**src/rtl/hub75_capture_pkg.sv**
```systemverilog
// Shared constants and types for the HUB75 panel-side capture block.
// Line entries are packed as {rgb2, rgb1} with the B,G,R order of the panel.
package hub75_capture_pkg;

    localparam int DEF_COLUMNS   = 64;
    localparam int DEF_COL_WIDTH = 6;
    localparam int DEF_ROW_WIDTH = 4;
    localparam int ENTRY_WIDTH   = 6;

    typedef enum logic {
        ST_IDLE  = 1'b0,
        ST_DRAIN = 1'b1
    } cap_state_e;

    function automatic logic [ENTRY_WIDTH-1:0] pack_entry(input logic [2:0] rgb2,
                                                          input logic [2:0] rgb1);
        return {rgb2, rgb1};
    endfunction

endpackage

```
**src/rtl/hub75_edge_sync.sv**
```systemverilog
// Synchronizes one asynchronous HUB75 control line and emits a one-cycle
// registered pulse on each rising edge seen at the end of the chain.
module hub75_edge_sync
    import hub75_capture_pkg::*;
#(
    parameter int SYNC_STAGES = 2
) (
    input  logic clk_in,
    input  logic reset,
    input  logic din,
    output logic rise
);

    logic [SYNC_STAGES-1:0] sync_q, sync_d;
    logic                   prev_q, prev_d;
    logic                   rise_q, rise_d;

    always_comb begin
        sync_d    = sync_q << 1;
        sync_d[0] = din;
        prev_d    = sync_q[SYNC_STAGES-1];
        rise_d    = sync_q[SYNC_STAGES-1] & ~prev_q;
    end

    always_ff @(posedge clk_in or negedge reset) begin
        if (!reset) begin
            sync_q <= '0;
            prev_q <= 1'b0;
            rise_q <= 1'b0;
        end else begin
            sync_q <= sync_d;
            prev_q <= prev_d;
            rise_q <= rise_d;
        end
    end

    assign rise = rise_q;

endmodule

```
**src/rtl/hub75_capture.sv**
```systemverilog
// Panel-side HUB75 receiver: rebuilds each latched line in a holding buffer
// and replays it as a valid/ready pixel stream, flagging overrun and bad lengths.
module hub75_capture
    import hub75_capture_pkg::*;
#(
    parameter int COLUMNS     = DEF_COLUMNS,
    parameter int COL_WIDTH   = DEF_COL_WIDTH,
    parameter int ROW_WIDTH   = DEF_ROW_WIDTH,
    parameter int SYNC_STAGES = 2
) (
    input  logic                 clk_in,
    input  logic                 reset,
    input  logic                 cap_enable,
    input  logic                 clear_flags,
    input  logic                 hub_clk_pixel,
    input  logic                 hub_row_latch,
    input  logic [ROW_WIDTH-1:0] hub_row_addr,
    input  logic [2:0]           hub_rgb1,
    input  logic [2:0]           hub_rgb2,
    output logic                 out_valid,
    input  logic                 out_ready,
    output logic [ROW_WIDTH-1:0] out_row,
    output logic [COL_WIDTH-1:0] out_column,
    output logic [2:0]           out_rgb1,
    output logic [2:0]           out_rgb2,
    output logic                 out_last,
    output logic                 overrun,
    output logic                 length_error,
    output logic [7:0]           lines_captured
);

    localparam int CNT_WIDTH = $clog2(COLUMNS + 2);
    localparam logic [CNT_WIDTH-1:0] CNT_FULL = CNT_WIDTH'(COLUMNS);
    localparam logic [CNT_WIDTH-1:0] CNT_SAT  = CNT_WIDTH'(COLUMNS + 1);
    localparam logic [COL_WIDTH-1:0] COL_LAST = COL_WIDTH'(COLUMNS - 1);

    typedef logic [ENTRY_WIDTH-1:0]              entry_t;
    typedef logic [COLUMNS-1:0][ENTRY_WIDTH-1:0] line_t;

    logic pix_rise, lat_rise;

    entry_t [SYNC_STAGES-1:0]              rgb_sync_q, rgb_sync_d;
    logic   [SYNC_STAGES-1:0][ROW_WIDTH-1:0] row_sync_q, row_sync_d;
    entry_t                 rgb_algn_q, rgb_algn_d, rgb_evt_q, rgb_evt_d;
    logic [ROW_WIDTH-1:0]   row_algn_q, row_algn_d, row_evt_q, row_evt_d;
    logic                   pix_evt_q, pix_evt_d, lat_evt_q, lat_evt_d;

    line_t                  shift_q, shift_d, hold_q, hold_d;
    logic [CNT_WIDTH-1:0]   count_q, count_d, line_len;
    cap_state_e             state_q, state_d;
    logic                   out_valid_q, out_valid_d;
    logic [ROW_WIDTH-1:0]   out_row_q, out_row_d;
    logic [COL_WIDTH-1:0]   out_column_q, out_column_d, col_next;
    logic [2:0]             out_rgb1_q, out_rgb1_d, out_rgb2_q, out_rgb2_d;
    logic                   out_last_q, out_last_d;
    logic                   overrun_q, overrun_d, length_error_q, length_error_d;
    logic [7:0]             lines_q, lines_d;

    hub75_edge_sync #(.SYNC_STAGES(SYNC_STAGES)) u_pix_sync (
        .clk_in (clk_in),
        .reset  (reset),
        .din    (hub_clk_pixel),
        .rise   (pix_rise)
    );

    hub75_edge_sync #(.SYNC_STAGES(SYNC_STAGES)) u_lat_sync (
        .clk_in (clk_in),
        .reset  (reset),
        .din    (hub_row_latch),
        .rise   (lat_rise)
    );

    // Data chains end in an align stage so they line up with the registered edge pulses.
    always_comb begin
        rgb_sync_d = rgb_sync_q;
        row_sync_d = row_sync_q;
        for (int i = SYNC_STAGES - 1; i > 0; i--) begin
            rgb_sync_d[i] = rgb_sync_q[i-1];
            row_sync_d[i] = row_sync_q[i-1];
        end
        rgb_sync_d[0] = pack_entry(hub_rgb2, hub_rgb1);
        row_sync_d[0] = hub_row_addr;
        rgb_algn_d    = rgb_sync_q[SYNC_STAGES-1];
        row_algn_d    = row_sync_q[SYNC_STAGES-1];
        rgb_evt_d     = rgb_algn_q;
        row_evt_d     = row_algn_q;
        pix_evt_d     = pix_rise & cap_enable;
        lat_evt_d     = lat_rise & cap_enable;
    end

    always_ff @(posedge clk_in or negedge reset) begin
        if (!reset) begin
            rgb_sync_q <= '0;
            row_sync_q <= '0;
            rgb_algn_q <= '0;
            row_algn_q <= '0;
            rgb_evt_q  <= '0;
            row_evt_q  <= '0;
            pix_evt_q  <= 1'b0;
            lat_evt_q  <= 1'b0;
        end else begin
            rgb_sync_q <= rgb_sync_d;
            row_sync_q <= row_sync_d;
            rgb_algn_q <= rgb_algn_d;
            row_algn_q <= row_algn_d;
            rgb_evt_q  <= rgb_evt_d;
            row_evt_q  <= row_evt_d;
            pix_evt_q  <= pix_evt_d;
            lat_evt_q  <= lat_evt_d;
        end
    end

    // The shift is resolved before the latch so a coincident pixel joins the line.
    always_comb begin
        shift_d = shift_q;
        count_d = count_q;
        if (pix_evt_q) begin
            for (int i = COLUMNS - 1; i > 0; i--) begin
                shift_d[i] = shift_q[i-1];
            end
            shift_d[0] = rgb_evt_q;
            if (count_q != CNT_SAT) begin
                count_d = count_q + 1'b1;
            end
        end
        line_len = count_d;
        if (lat_evt_q) begin
            count_d = '0;
        end
    end

    always_comb begin
        state_d        = state_q;
        hold_d         = hold_q;
        out_valid_d    = out_valid_q;
        out_row_d      = out_row_q;
        out_column_d   = out_column_q;
        out_rgb1_d     = out_rgb1_q;
        out_rgb2_d     = out_rgb2_q;
        out_last_d     = out_last_q;
        lines_d        = lines_q;
        overrun_d      = overrun_q & ~clear_flags;
        length_error_d = length_error_q & ~clear_flags;
        col_next       = out_column_q + 1'b1;

        if (state_q == ST_DRAIN && out_ready) begin
            if (out_last_q) begin
                state_d     = ST_IDLE;
                out_valid_d = 1'b0;
                out_last_d  = 1'b0;
            end else begin
                out_column_d              = col_next;
                {out_rgb2_d, out_rgb1_d}  = hold_q[col_next];
                out_last_d                = (col_next == COL_LAST);
            end
        end

        // A latch during a drain is dropped; the active stream is never disturbed.
        if (lat_evt_q) begin
            if (line_len != CNT_FULL) begin
                length_error_d = 1'b1;
            end
            if (state_q == ST_IDLE) begin
                state_d                  = ST_DRAIN;
                hold_d                   = shift_d;
                out_valid_d              = 1'b1;
                out_row_d                = row_evt_q;
                out_column_d             = '0;
                {out_rgb2_d, out_rgb1_d} = shift_d[0];
                out_last_d               = 1'b0;
                lines_d                  = lines_q + 8'd1;
            end else begin
                overrun_d = 1'b1;
            end
        end
    end

    always_ff @(posedge clk_in or negedge reset) begin
        if (!reset) begin
            shift_q        <= '0;
            count_q        <= '0;
            hold_q         <= '0;
            state_q        <= ST_IDLE;
            out_valid_q    <= 1'b0;
            out_row_q      <= '0;
            out_column_q   <= '0;
            out_rgb1_q     <= '0;
            out_rgb2_q     <= '0;
            out_last_q     <= 1'b0;
            overrun_q      <= 1'b0;
            length_error_q <= 1'b0;
            lines_q        <= '0;
        end else begin
            shift_q        <= shift_d;
            count_q        <= count_d;
            hold_q         <= hold_d;
            state_q        <= state_d;
            out_valid_q    <= out_valid_d;
            out_row_q      <= out_row_d;
            out_column_q   <= out_column_d;
            out_rgb1_q     <= out_rgb1_d;
            out_rgb2_q     <= out_rgb2_d;
            out_last_q     <= out_last_d;
            overrun_q      <= overrun_d;
            length_error_q <= length_error_d;
            lines_q        <= lines_d;
        end
    end

    assign out_valid      = out_valid_q;
    assign out_row        = out_row_q;
    assign out_column     = out_column_q;
    assign out_rgb1       = out_rgb1_q;
    assign out_rgb2       = out_rgb2_q;
    assign out_last       = out_last_q;
    assign overrun        = overrun_q;
    assign length_error   = length_error_q;
    assign lines_captured = lines_q;

endmodule

```
**config.mk**
```make
export PLATFORM = sky130hd
export DESIGN_NAME = hub75_capture
export DESIGN_NICKNAME = d
export VERILOG_FILES = /design/src/rtl/hub75_capture_pkg.sv /design/src/rtl/hub75_edge_sync.sv /design/src/rtl/hub75_capture.sv
export SDC_FILE = /design/constraint.sdc
export NUM_CORES = 1
export LEC_CHECK = 0
export CAP_MARGIN = 20
export CORE_MARGIN = 2
export CORE_UTILIZATION = 45
export DETAILED_ROUTE_END_ITERATION = 10
export PLACE_DENSITY = 0.72
export SLEW_MARGIN = 20
export SYNTH_ARGS = -nofsm -noshare
export SYNTH_HDL_FRONTEND = slang
export SYNTH_HIERARCHICAL = 1
export SYNTH_SLANG_ARGS = --single-unit
```
**constraint.sdc**
```tcl
create_clock -name clk_in -period 4.6 [get_ports clk_in]
set_input_delay 0.92 -clock clk_in [delete_from_list [all_inputs] [get_ports clk_in]]
set_output_delay 0.92 -clock clk_in [all_outputs]
set_load 0.1 [all_outputs]
```
==> results of run 1 <==
## area by class of cell
cell class / count / area share (%)
Clock inverter: 28 / 0.774
Timing Repair Buffer: 99 / 2.79
Tap cell: 1030 / 3.29
Multi-Input combinational cell: 1904 / 31.9
Clock buffer: 123 / 6.55
Sequential cell: 854 / 54.6
Inverter: 6 / 0.0575
## Yosys cell counts, types with 4 or more instances
cell type,n
nand3_1,5
a221oi_1,6
and2_1,9
ha_1,5
nor2b_1,5
o211ai_1,6
mux2i_1,25
clkbuf_1,114
buf_4,5
inv_1,4
or2_0,6
mux4_2,90
o21ai_0,15
a21o_1,6
nand2_1,1175
nor2_1,57
o21ai_1,8
o22ai_1,8
dfrtp_1,854
a31o_1,6
buf_2,11
a21oi_1,11
xor2_1,5
mux2_2,378
buf_1,36
mux2_1,6
xnor2_1,17
a31oi_1,14
a22oi_1,12
nand4_1,6
## how the worst min path moves through the flow
stage | from | end
2_1_floorplan | rgb_sync_d[6] | rgb_algn_d[0]
3_3_place_gp | row_algn_d[3] | row_algn_q[3]
3_5_place_dp | rgb_algn_d[2] | rgb_algn_q[2]
4_1_cts | reset | shift_q[90]
5_1_grt | reset | shift_q[84]
6_report | reset | shift_q[90]
## flip-flops by register name (all words and copies together), names as in the netlist, 2 cells and up
signal             flops
rgb_sync_d             6
u_lat_sync/sync_q      2
rgb_algn_q             6
count_q                7
rgb_algn_d             6
row_evt_q              4
row_sync_d             4
out_row                4
u_pix_sync/sync_q      2
out_column             6
row_algn_q             4
hold_q               384
out_rgb1               3
shift_q              384
out_rgb2               3
rgb_evt_q              6
lines_captured         8
row_algn_d             4
## routing by layer
| metal | up-vias | track usage [%] | routed length (um) |
|---|---|---|---|
| met5 | - | 0 | 0 |
| met4 | 0 | 5.27 | 1650 |
| met3 | 117 | 3.68 | 3380 |
| met2 | 407 | 29.5 | 33800 |
| met1 | 10800 | 26.1 | 32300 |
| li1 | 9730 | - | - |
## per-stage QoR
stage               std cells  util, %  setup WS [ns]  hold WS, ns
CTS                      4044     51.5          0.767        0.300
global route             4044     51.5          0.679        0.342
global placement         3893     47.8           1.15        0.332
finish                   4044     51.5          0.893        0.283
detailed placement       3893     47.8           1.15        0.335
floorplan                2932        -          0.721        0.331
## logic make-up (layout without fill, tap and decap cells)
family	count (synthesis)	in the layout	synth area share, %
AO/OA/AOI/OAI	102	102	1.96
multiplexers	499	499	19.1
adder cells (fa/ha/maj)	5	5	0.181
AND/OR/NAND/NOR	1276	1276	14.2
buffers and inverters	174	256	2.03
flip-flops	854	854	61.9
XOR/XNOR	22	22	0.558
## power groups by stage
stage	clock, mW	combinational (mW)	sequential (mW)
2_1_floorplan	0	2.59	8.89
3_3_place_gp	0	4.61	8.46
3_5_place_dp	0	4.63	8.47
4_1_cts	7.18	4.65	8.34
5_1_grt	7.49	4.92	8.39
6_report	7.03	4.62	8.34
## placed cells by master, fill, tap and decap left out, drive strengths merged, types with 7 or more instances in the layout
master / netlist / layout
clkdlybuf4s50: 0 / 41
a22oi: 12 / 12
nor2b: 7 / 7
o22ai: 8 / 8
or2: 7 / 7
dfrtp: 854 / 854
xnor2: 17 / 17
nand2: 1175 / 1175
buf: 54 / 58
mux2: 384 / 384
inv: 6 / 7
clkinv: 0 / 19
a21oi: 12 / 12
mux2i: 25 / 25
nor2: 57 / 57
o21ai: 23 / 23
mux4: 90 / 90
clkbuf: 114 / 123
and2: 9 / 9
a31oi: 14 / 14
==> flow_summary.json, run 1 <==
{
  "run_status": "complete, no violations",
  "slowest_stage": "buf_4",
  "cts_max_level": 3,
  "critical_path_arrival_ns": 2.79,
  "cp-start-kind": "flop",
  "io_pins": 45,
  "async_flop_share_pct": 100,
  "grt_pass1_vias": 21800,
  "period_needed_ns": 3.71,
  "netlist_area_sq_um": 34500,
  "startpoint": "out_column[0]",
  "area_growth_pct": 13.4,
  "fill_cells": 6453,
  "endpoint": "out_column[0]",
  "postRouteAntennaNets": 0,
  "cp_common_cell": "buf_4",
  "wl_per_cell_um": 17.6,
  "cpPeakStageDelay_ns": 0.65,
  "relSlewSlack_pct": 26.9,
  "worstReg2RegEnd": "out_rgb1[1]",
  "swShare_pct": 31.4,
  "worstSetupEndpointType": "output pin",
  "rsz0062_at_grt": "no",
  "worst-setup-path-type": "flop to output pin",
  "drt_iter0_markers": 1567,
  "regArea_sq_um": 21400,
  "worst_pin_slew_ns": 1.09,
  "tns_ns": 0,
  "p_per_area_nw_per_um2": 511,
  "slew_viol_final": 0,
  "worstSetupPathDepth": 3,
  "final_layout_size_suffix_gt1_share_pct": 22.4,
  "finalHoldViolCount": 0,
  "worstPathMaxFanout": 32,
  "postLayoutCellArea_sq_um": 39100,
  "power_frac_seq_pct": 41.7,
  "crit_chain": "buf_4 > buf_4 > buf_4",
  "synth_top_area_share_pct": 61.9,
  "cts_hold_buf": 0,
  "synth.avg_cell_area_sq_um": 11.8,
  "critPathBufInv": 3,
  "p_leak_nw": 20.0,
  "r2r_start": "out_column[0]",
  "worstPathRequired_ns": 3.68,
  "firstDrtPassIters": 5,
  "numCtsBuffers": 86,
  "hold_class": "input pin to async pin",
  "yosys_register_bits": 854,
  "synth-edff-count": 0,
  "critical_path.top_delay_family": "buffers and inverters",
  "dpl_cell_area_sq_um": 36300,
  "ir_drop_uv": 460,
  "yosys.area.top_type": "dfrtp_1",
  "nets": 2973,
  "cts_root_buffer": "clkbuf_16",
  "gp_congestion": 0.787,
  "vias_per_cell": 5.20,
  "vias": 21000,
  "rrSetupSlack_ns": 1.19,
  "num_antenna_cells": 0,
  "num_rows": 101,
  "start_util_pct": 45.4,
  "yosysUniqueCellTypes": 49,
  "postCtsSetupBuffers": 0,
  "period_share_pct": 80.6,
  "clockBufferDepth": 3,
  "die_y_um": 281,
  "synth_nets": 2954,
  "ys.flop_type": "dfrtp_1",
  "max_freq_mhz": 270,
  "routed_wl_mm": 71.1,
  "die_w_um": 281,
  "synth.area.top_cells": "dfrtp_1 62%, nand2_1 13%, mux2_2 12%",
  "antenna_found_initial": 1,
  "syn_inst": 2932,
  "grt_overflow": 0,
  "power_frac_comb_pct": 23.1,
  "dieArea_sq_um": 78900,
  "p_int_mw": 13.7,
  "clock_latency_ns": 0.65,
  "ys_warn_count": 6,
  "power.share.clock_pct": 35.2,
  "grt_use_total_pct": 18.6,
  "cts_tree": "built",
  "clkTransAtPathRegs_ns": 0.06,
  "yosysSeqAreaShare_pct": 61.9,
  "multi_input_area_sq_um": 12500,
  "power_switching_mw": 6.27,
  "r2r_cells": 8,
  "core_area_sq_um": 75900,
  "grt_max_degree": 153,
  "drc": 0,
  "hpwl_mm": 43.2,
  "drv_cap": 0,
  "cts_resized": 0,
  "io_buffers": 44,
  "cts.sinks": 854,
  "fin_worst_skew_ns": 0.0297,
  "setup_viol": 0,
  "grt_pass1_wl_mm": 118,
  "power_mw": 20.0
}
(Power assumes the default switching activity.)
==> run 2: changes to the inputs <==
==> constraint.sdc (replaced) <==
create_clock -name clk_in -period 3.8 [get_ports clk_in]
set_input_delay 0.76 -clock clk_in [delete_from_list [all_inputs] [get_ports clk_in]]
set_output_delay 0.76 -clock clk_in [all_outputs]
set_load 0.1 [all_outputs]
==> flow_summary.json, run 2 (synthesis gave the netlist of run 1 again) <==
{
  "worst_pin_slew_ns": 1.01,
  "cts_tree": "built",
  "final_layout_size_suffix_gt1_share_pct": 23.1,
  "vias": 21300,
  "grt_max_degree": 129,
  "grt_pass1_wl_mm": 122,
  "drt_iter0_markers": 1647,
  "r2r_start": "out_column[0]",
  "firstDrtPassIters": 5,
  "critical_path_arrival_ns": 2.65,
  "run_status": "complete, no violations",
  "r2r_cells": 8,
  "rrSetupSlack_ns": 0.51,
  "slew_viol_final": 0,
  "placed_cells": 3903,
  "cts.sinks": 854,
  "drv_cap": 0,
  "final_cell_mix": "1,175 x nand2_1, 852 x dfrtp_1, 378 x mux2_2",
  "period_share_pct": 89.7,
  "routed_wl_mm": 74.0,
  "dieArea_sq_um": 78900,
  "vias_per_cell": 5.25,
  "worstPathMaxFanout": 58,
  "wl_per_cell_um": 18.2,
  "relSlewSlack_pct": 32.3,
  "core_area_sq_um": 75900,
  "cts_resized": 0,
  "hold_class": "input pin to async pin",
  "io_pins": 45,
  "area_growth_pct": 14.2,
  "nets": 2985,
  "clkTransAtPathRegs_ns": 0.06,
  "worstReg2RegEnd": "out_rgb1[2]",
  "postCtsSetupBuffers": 0,
  "p_leak_nw": 20.2,
  "gp_congestion": 0.790,
  "postRouteAntennaNets": 0,
  "startpoint": "out_column[0]",
  "clock_latency_ns": 0.65,
  "num_rows": 101,
  "die_w_um": 281,
  "fin_worst_skew_ns": 0.0272,
  "finalHoldViolCount": 0,
  "tns_ns": 0,
  "antenna_found_initial": 2,
  "grt_pass1_vias": 22000,
  "cp-start-kind": "flop",
  "ir_drop_uv": 735,
  "hpwl_mm": 47.0,
  "layout_commonest_cell": "nand2_1",
  "post-route-util_pct": 51.9,
  "drc": 0,
  "worstSetupEndpointType": "output pin",
  "period_needed_ns": 3.41,
  "cts_root_buffer": "clkbuf_16",
  "rsz0062_at_grt": "no",
  "io_buffers": 44,
  "cts_max_level": 3,
  "worstPathRequired_ns": 3.04,
  "cts_hold_buf": 0,
  "grt_use_total_pct": 19.4,
  "clockBufferDepth": 3,
  "final_cells": 4061,
  "max_freq_mhz": 293,
  "worst-setup-path-type": "flop to output pin",
  "grt_overflow": 0,
  "setup_viol": 0,
  "start_util_pct": 45.4,
  "die_y_um": 281,
  "numCtsBuffers": 88,
  "p_per_area_nw_per_um2": 623
}
-- run 2: cell count changes in the layout (fill, tap and decap cells not counted), moves of 2 or more --
cell             before  now
clkinv_2             16   20
buf_4                38   45
buf_12               19   27
a31oi_2               0    2
bufinv_16             5    8
clkbuf_8             21   15
inv_6                 1    3
a31oi_1              14   12
clkinv_8              2    4
clkdlybuf4s50_1      41   35
diode_2               0    2
-- run 2: per-stage QoR --
step           power, mW  setup WS [ns]  instance area, sq um  hold WS [ns]
2_1_floorplan       13.9          0.217                 34500         0.331
3_3_place_gp        15.9         0.0407                 36400         0.332
3_5_place_dp        16.0          0.175                 36500         0.335
4_1_cts             24.8          0.297                 39400        0.0725
5_1_grt             25.5          0.208                 39400        0.0986
6_report            24.6          0.391                 39400        0.0849
-- run 2: power by group --
part           leakage [nW]  internal, mW  total, mW  switching [mW]
clock network          1.46          5.15       8.74            3.59
registers              11.7          9.65       10.2           0.533
logic                  7.03          2.00       5.65            3.65
-- run 2: worst max-delay path by stage --
stage | to | slack [ns] | cells after the start
floorplan | out_rgb1[0] | 0.22 | 13
global placement | out_rgb2[0] | 0.04 | 7
detailed placement | out_rgb2[0] | 0.18 | 7
CTS | out_column[0] | 0.30 | 3
global route | out_column[0] | 0.21 | 3
finish | out_column[0] | 0.39 | 3
-- run 2: cell type report --
class	instances	area [sq um]
Inverter	6	22.5
Clock inverter	39	463
Clock buffer	117	2480
Multi-Input combinational cell	1904	12500
Sequential cell	854	21400
Fill cell	6336	36500
Tap cell	1030	1290
Antenna cell	2	5.00
Timing Repair Buffer	109	1260
-- run 2: per-layer routing --
layer / vias to the layer above / part of all wire [%] / GRT usage (%)
met3: 118 / 5.4 / 3.95
met5: - / 0 / 0
met4: 0 / 2.7 / 6.07
met1: 11000 / 45 / 27.7
li1: 9775 / - / -
met2: 427 / 47 / 30.0
-- run 2: worst max-delay path: stages (launching register included) --
cell and delay (ns):
dfrtp_4 0.64, buf_4 0.45, buf_12 0.46, buf_4 0.39
==> run 3: changes to the inputs <==
--- a/config.mk
+++ b/config.mk
@@ -8,6 +8,7 @@
 export CAP_MARGIN = 20
 export CORE_MARGIN = 2
 export CORE_UTILIZATION = 45
+export CTS_CLUSTER_SIZE = 12
 export DETAILED_ROUTE_END_ITERATION = 10
 export PLACE_DENSITY = 0.72
 export SLEW_MARGIN = 20
==> flow_summary.json, run 3 (synthesis gave the netlist of run 1 again) <==
{
  "run_status": "complete, no violations",
  "grt_pass1_vias": 22000,
  "cts_resized": 0,
  "io_pins": 45,
  "placed_cells": 3903,
  "layout_commonest_cell": "nand2_1",
  "rsz0062_at_grt": "no",
  "drc": 0,
  "vias_per_cell": 5.26,
  "antenna_found_initial": 2,
  "r2r_start": "out_column[0]",
  "cts_hold_buf": 0,
  "clkTransAtPathRegs_ns": 0.06,
  "worst-setup-path-type": "flop to output pin",
  "final_cells": 4045,
  "p_leak_nw": 20.0,
  "power_mw": 23.8,
  "worst_pin_slew_ns": 1.01,
  "setup_viol": 0,
  "finalHoldViolCount": 0,
  "postRouteAntennaNets": 0,
  "post-route-util_pct": 51.5,
  "grt_use_total_pct": 19.4,
  "crit_chain": "buf_4 > buf_12 > buf_4",
  "drv_cap": 0,
  "fin_worst_skew_ns": 0.0246,
  "period_share_pct": 88.9,
  "slew_viol_final": 0,
  "postLayoutCellArea_sq_um": 39100,
  "clock_latency_ns": 0.64,
  "die_y_um": 281,
  "start_util_pct": 45.4,
  "area_growth_pct": 13.3,
  "dpl_worst_slack_ns": 0.175,
  "final_cell_mix": "1,175 x nand2_1, 852 x dfrtp_1, 378 x mux2_2",
  "p_per_area_nw_per_um2": 610,
  "num_rows": 101,
  "nets": 2984,
  "relSlewSlack_pct": 32.2,
  "worstPathMaxFanout": 58,
  "dpl_cell_area_sq_um": 36500,
  "period_needed_ns": 3.38,
  "grt_overflow": 0,
  "hpwl_mm": 47.0,
  "numCtsBuffers": 87,
  "cp_common_cell": "buf_4",
  "cts.sinks": 854,
  "vias": 21300,
  "cpPeakStageDelay_ns": 0.63,
  "cts_max_level": 3,
  "cts_root_buffer": "clkbuf_16",
  "routed_wl_mm": 73.8,
  "grt_pass1_wl_mm": 122,
  "tns_ns": 0,
  "grt_max_degree": 129,
  "max_freq_mhz": 296,
  "die_w_um": 281,
  "firstDrtPassIters": 5,
  "drt_iter0_markers": 1635,
  "postCtsSetupBuffers": 0,
  "worstSetupEndpointType": "output pin",
  "clockBufferDepth": 3,
  "whs_ns": 0.0775,
  "final_layout_size_suffix_gt1_share_pct": 22.4,
  "slowest_stage": "dfrtp_4",
  "io_buffers": 44,
  "worstPathRequired_ns": 3.04,
  "wl_per_cell_um": 18.2,
  "cp-start-kind": "flop",
  "core_area_sq_um": 75900,
  "gp_congestion": 0.790,
  "critical_path_arrival_ns": 2.62,
  "cts_tree": "built",
  "hold_class": "input pin to async pin",
  "startpoint": "out_column[0]",
  "dieArea_sq_um": 78900,
  "setup_slack_ns": 0.422,
  "ir_drop_uv": 639
}
run 3: final timing paths:
path,to,slack [ns],cells after the start
max in group asynchronous,hold_q[303],2.45,3
worst min-delay path,shift_q[78],0.08,1
worst min register to register,rgb_algn_d[4],0.35,0
worst max register to register,out_rgb1[2],0.52,8
worst max-delay path,out_column[0],0.42,3
min in group clk_in,rgb_algn_d[4],0.35,0
run 3: critical path, delay by kind of cell, from the launching register on:
kind | cells | cell delay, ns
buffers and inverters | 3 | 1.30
flip-flops | 1 | 0.63
run 3: per-layer routing:
metal / vias to the layer above / part of all wire [%] / global-route usage (%)
met5: - / 0 / 0
met4: 0 / 2.3 / 5.51
met3: 113 / 5.7 / 3.74
met2: 488 / 47 / 30.4
met1: 10900 / 45 / 27.7
li1: 9777 / - / -
run 3: final cells by class:
class                   instances  area [sq um]
flip-flops and latches        854         21400
fillers                      6396         36800
clock inverters                16           166
inverters                       6          22.5
repair buffers                109          1260
well taps                    1030          1290
diodes                          2          5.00
clock buffers                 124          2460
multi-input cells            1904         12500
run 3: report_power, final:
group	leakage, nW	switching [mW]	internal [mW]
clock network	1.28	3.47	4.54
registers	11.7	0.533	9.65
logic	7.03	3.65	2.00
total	20.0	7.66	16.2
